===== src/rtl/regfile_dump.sv =====
// Sequential reader that walks x0..x(NUM_REGS-1) through one regfile read port and streams
// each (index, value) beat over valid/ready while holding the core stalled.
module regfile_dump #(
  parameter int unsigned NUM_REGS = 32,
  parameter int unsigned XLEN     = 32,
  parameter int unsigned IDX_W    = 5
) (
  input  logic             clk,
  input  logic             rst,
  input  logic             start,
  input  logic             abort,
  output logic             busy,
  output logic             done,
  output logic             core_stall,
  output logic [IDX_W-1:0] rs_addr,
  input  logic [XLEN-1:0]  rv_in,
  output logic             dump_valid,
  input  logic             dump_ready,
  output logic [IDX_W-1:0] dump_idx,
  output logic [XLEN-1:0]  dump_data
);

  typedef enum logic [2:0] {StIdle, StStall, StRead, StSend, StDone} state_e;

  localparam logic [IDX_W-1:0] LastIdx = IDX_W'(NUM_REGS - 1);

  state_e           state_q;
  logic [IDX_W-1:0] idx_q;

  always_ff @(posedge clk or posedge rst) begin
    if (rst) begin
      state_q    <= StIdle;
      idx_q      <= '0;
      busy       <= 1'b0;
      done       <= 1'b0;
      core_stall <= 1'b0;
      rs_addr    <= '0;
      dump_valid <= 1'b0;
      dump_idx   <= '0;
      dump_data  <= '0;
    end else begin
      done <= 1'b0;
      if (state_q != StIdle && abort) begin
        // Abort beats a simultaneous handshake: the in-flight beat is simply dropped.
        state_q    <= StIdle;
        idx_q      <= '0;
        rs_addr    <= '0;
        busy       <= 1'b0;
        core_stall <= 1'b0;
        dump_valid <= 1'b0;
      end else begin
        unique case (state_q)
          StIdle: begin
            idx_q   <= '0;
            rs_addr <= '0;
            if (start) begin
              state_q    <= StStall;
              busy       <= 1'b1;
              core_stall <= 1'b1;
            end
          end
          StStall: state_q <= StRead;
          StRead: begin
            dump_data  <= rv_in;
            dump_idx   <= idx_q;
            dump_valid <= 1'b1;
            state_q    <= StSend;
          end
          StSend: begin
            if (dump_ready) begin
              dump_valid <= 1'b0;
              if (idx_q == LastIdx) begin
                state_q <= StDone;
                done    <= 1'b1;
              end else begin
                idx_q   <= idx_q + 1'b1;
                rs_addr <= idx_q + 1'b1;
                state_q <= StRead;
              end
            end
          end
          StDone: begin
            state_q    <= StIdle;
            busy       <= 1'b0;
            core_stall <= 1'b0;
          end
          default: state_q <= StIdle;
        endcase
      end
    end
  end

endmodule


===== config.mk =====
export PLATFORM = sky130hd
export DESIGN_NAME = regfile_dump
export DESIGN_NICKNAME = d
export VERILOG_FILES = /design/src/rtl/regfile_dump.sv
export SDC_FILE = /design/constraint.sdc
export NUM_CORES = 1
export LEC_CHECK = 0
export CORE_MARGIN = 2
export CORE_UTILIZATION = 40
export CTS_CLUSTER_SIZE = 16
export DETAILED_ROUTE_END_ITERATION = 10
export PLACE_DENSITY_LB_ADDON = 0.2
export RECOVER_POWER = 100
export SKIP_CTS_REPAIR_TIMING = 1
export SYNTH_ARGS = -nofsm -noshare
export SYNTH_HDL_FRONTEND = slang
export SYNTH_SLANG_ARGS = --single-unit

===== constraint.sdc =====
create_clock -name clk -period 2.2 [get_ports clk]
set_clock_uncertainty 0.2 [all_clocks]
set_input_delay 0.44 -clock clk [delete_from_list [all_inputs] [get_ports clk]]
set_output_delay 0.44 -clock clk [all_outputs]
set_load 0.02 [all_outputs]

# Word level (Yosys, flattened, before mapping)
# Cells that the tools add are included.
# op_classes
add_sub_neg	1
n_mux	19
n_bitwise	1
n_reduce_logical	11
n_eq_ne	8
# op_table
op	count
5-bit 2-to-1 mux	3
3-bit 2-to-1 mux	4
3-bit one-hot mux with 4 select lines	1
3-bit nonzero test	4
5-bit one-hot mux with 2 select lines	1
3-bit != test, second input constant	3
1-bit 2-to-1 mux	8
2-bit AND reduction	4
3-bit by 2-bit equality test with 1-bit output, second input constant	2
5-bit by 1-bit adder with 5-bit output, second input constant	1
5-bit equality test, second input constant	1
1-bit one-hot mux with 2 select lines	2
3-bit by 1-bit equality test with 1-bit output, second input constant	1
3-bit equality test, second input constant	1
3-bit logical NOT	1
3-bit AND reduction	1
1-bit logical AND	1
1-bit NOT	1
# word_totals
inputBits	37
reg_bits	48

# Depth between registers and ports, before layout
# logic_depth
word_depth	5
ltp_mapped	6
ltp_nobuf	6

# Worst setup path after synthesis
# Ideal clock, no wire load.
# synth_path
kind	reg2reg
startpoint	register idx_q[0]
endpoint	register idx_q[1]
synth_period_minus_slack_ns	2.013
t_arrival_ns	1.734
setup_slack_ns	0.187
path_stages_with_launch	7
setup_ns	0.079
path_cell_list	dfrtp_1 ha_1 and3_1 ha_1 nor2b_1 a311o_1 mux2i_1
# synth_between
elab_chain_cells	5
word_cells_on_any_way	8
classes_between	add/sub (1); eq/ne (2); mux (4); reduce/logical (1)
# synth_rtl
element	line	rtl
from (decl)	28	logic [IDX_W-1:0] idx_q;
from (signal assigned)	76	idx_q <= idx_q + 1'b1;
5-bit by 1-bit adder with 5-bit output	76	
5-bit 2-to-1 mux	72	if (idx_q == LastIdx) begin
5-bit 2-to-1 mux	70	if (dump_ready) begin
5-bit one-hot mux with 2 select lines	52	unique case (state_q)
5-bit 2-to-1 mux	43	if (state_q != StIdle && abort) begin
# Several ways; a longest one is shown, not always the timed one. The select of a mux whose other input is x is not followed.
# A chain may end at the register's enable or synchronous reset.

==> reports/qor.txt <==
Sequential power share -> 39.0%
Vias in the first global route -> 1428
Crit path largest cell delay -> 0.70 ns
Latest clock arrival within the worst-skew pair -> 0.29 ns
CP arrival -> 1.43 ns
Max_cap viols -> 0
Critical path class -> reg2out
GR Layer Usage met1 -> 20.1%
Share of layout cells above drive strength 1 -> 10.0%
WP data required -> 1.56 ns
Ys async rst share -> 100%
Setup crit start kind -> flop
First-pass GRT wire length -> 6790 µm
Layout Cells excl Fill -> 297
Routability cong. -> 0.758
Drt wl/cell -> 14.8 µm
Die height -> 75.0 µm
Antenna viol nets, final -> 0
GR Overflow Total -> 0
Fin. Hold Viols -> 0
Hold Slack -> 0.280 ns
Ant. Diodes -> 0
Static leakage -> 1.37 nW
Area share of the largest cell type after synthesis -> 59.6%
Horiz. Die Dim -> 75.0 µm
FP Rows -> 25
Largest cells by area after synthesis -> dfrtp_1 60%, mux2_1 17%, mux2_2 3.9%, inv_1 1.7%, buf_6 1.7%
Power Dens Cells -> 1190 mW/mm²
Max Slew Vio Count -> 0
Final Worst Setup Slack -> 0.128 ns
Crit end category -> output pin
Switching pwr -> 1.25 mW
Num Clock Sinks -> 48
Yosys warns -> 0
Max FO, Critical Path -> 5
Top-count cell post-synth -> dfrtp_1
Placed cell count -> 289
Worst-Margin Slew -> 1.14 ns
Crit-path leading delay family -> buffers and inverters
Commonest cells in the synthesized netlist -> 48 x dfrtp_1, 30 x mux2_1, 9 x inv_1, 7 x mux2_2, 4 x nand2_1
Status -> completed
CTS tree -> built
Maximum clock path buffer count -> 2
Met3 Resource Use GR -> 4.15%
Flops & latches, synth -> 48
Grt peak-use layer -> met2
CORE AREA -> 0.00479 mm²
Worst Hold Class -> reg2reg
Fin nets -> 268
Final setup TNS -> 0 ns
DRT iter0 DRCs -> 59
Total track usage -> 16.1%
Register area share after synthesis -> 59.6%
Syn nets -> 182
Pin count of the biggest net entering global routing -> 49
DR pass1 iterations -> 4
EDFF count, synth -> 0
Worst path slowest cell -> dlygate4sd3_1
Routed via count -> 1438
Met2 GRT Util -> 27.5%
Post-synthesis average cell area -> 14.1 µm²
Clk pwr share -> 17.3%
DRC -> 0
H-tree levels -> 2
Switching share of total power -> 34.9%
Initial antenna violation count -> 0
Slew headroom -> 24.3%
Combinational share of power -> 43.6%
I/O Pins -> 83
Internal -> 2.33 mW
CTS Buf Count -> 5
Die ar. -> 0.00563 mm²
WL final -> 4390 µm
Pre-CTS WS -> 0.0834 ns
DP HPWL -> 3240 µm
Synth Instances -> 143
Count of final setup violators -> 0
CP cell instances -> dlygate4sd3_1
Fmax -> 483 MHz
I/O Buffers -> 82
Peak VDD IR -> 0.405 mV
Ys flop type -> dfrtp_1
Yosys top cell by area -> dfrtp_1
Worst-path clk slew -> 0.09 ns
Initial Util -> 42.1%
Root Buffer -> clkbuf_8
Final critical-path required period -> 2.07 ns
Routed vias/inst -> 4.84
Final period util -> 94.2%
CP bufs+invs -> 1
Cell area after synthesis -> 0.00202 mm²
RSZ-0062 raised after global routing -> false
Synth cell types -> 35
Area delta synth->final -> 49.2%
==> logic make-up (layout without fill, tap and decap cells) <==
family	count (synthesis)	after routing	synth area share [%]
and+or+nand+nor	20	20	6.45
DFF	48	48	59.6
buffers and inverters	18	105	4.84
AOI/OAI and AO/OA	16	16	6.27
adders and majority gates	2	2	1.24
muxes	39	39	21.7
==> state kept, by name (all words and copies together), names as in the netlist <==
| signal | cells |
|---|---|
| state_q | 3 |
| done | 1 |
| dump_data | 32 |
| dump_valid | 1 |
| core_stall | 1 |
| dump_idx | 5 |
| idx_q | 5 |
==> final cells by class <==
type / count / area (µm²)
clock buffer: 5 / 68.8
timing repair buffer: 87 / 865
tap: 67 / 83.8
sequential: 48 / 1200
clock inverter: 3 / 42.5
inverter: 10 / 37.5
fill: 382 / 1780
multi-input combinational: 77 / 711
==> routing by layer <==
layer | vias to the layer above | part of all wire (%)
met5 | - | 0
li1 | 684 | -
met4 | 0 | 1.7
met3 | 9 | 8.4
met1 | 682 | 44
met2 | 63 | 46
==> cell usage in the layout, fill, tap and decap left out, drive strengths merged <==
| cell type | count |
|---|---|
| a21oi | 2 |
| a31oi | 1 |
| nand3b | 2 |
| o211ai | 2 |
| nor2b | 3 |
| mux2 | 37 |
| a311o | 1 |
| o21bai | 1 |
| o31ai | 1 |
| inv | 9 |
| and2 | 1 |
| nand4 | 2 |
| nand3 | 1 |
| clkdlybuf4s50 | 34 |
| a21boi | 1 |
| nor2 | 1 |
| nor4bb | 1 |
| mux2i | 2 |
| nand2 | 4 |
| o211a | 2 |
| a32o | 1 |
| nor4 | 1 |
| o21ba | 1 |
| clkinv | 2 |
| clkinvlp | 1 |
| dlygate4sd3 | 48 |
| o311ai | 1 |
| bufinv | 1 |
| o41ai | 1 |
| dfrtp | 48 |
| buf | 3 |
| o21ai | 1 |
| ha | 2 |
| clkbuf | 7 |
| nor3 | 2 |
| and3 | 2 |
==> metrics by stage <==
step | utilization, % | instance area [µm²] | power (mW)
3_3_place_gp | 61.1 | 2920 | 3.08
3_5_place_dp | 61.1 | 2920 | 3.15
4_1_cts | 63.4 | 3040 | 3.77
5_1_grt | 62.9 | 3010 | 3.80
2_1_floorplan | - | 2020 | 2.31
6_report | 62.9 | 3010 | 3.57
==> power by group through the flow <==
| stage | clock (mW) | sequential, mW | combinational (mW) |
|---|---|---|---|
| 5_1_grt | 0.688 | 1.44 | 1.67 |
| 3_5_place_dp | 0 | 1.44 | 1.71 |
| 6_report | 0.619 | 1.40 | 1.56 |
| 3_3_place_gp | 0 | 1.42 | 1.66 |
| 2_1_floorplan | 0 | 1.79 | 0.521 |
| 4_1_cts | 0.638 | 1.42 | 1.72 |
==> worst paths after layout <==
| check | start | end | slack, ns | cells after the start |
|---|---|---|---|---|
| worst min-delay path | dump_data[27]$_DFFE_PP0P_ | dump_data[27]$_DFFE_PP0P_ | 0.28 | 1 |
| max in group asynchronous | rst | dump_data[25]$_DFFE_PP0P_ | 0.37 | 3 |
| worst max register to register | idx_q[1]$_DFFE_PP0P_ | idx_q[3]$_DFFE_PP0P_ | 0.19 | 6 |
| worst min register to register | dump_data[27]$_DFFE_PP0P_ | dump_data[27]$_DFFE_PP0P_ | 0.28 | 1 |
| min in group asynchronous | rst | dump_data[24]$_DFFE_PP0P_ | 0.75 | 3 |
| worst max-delay path | idx_q[3]$_DFFE_PP0P_ | rs_addr[3] | 0.13 | 1 |
Power figures use the tool's default switching activity.
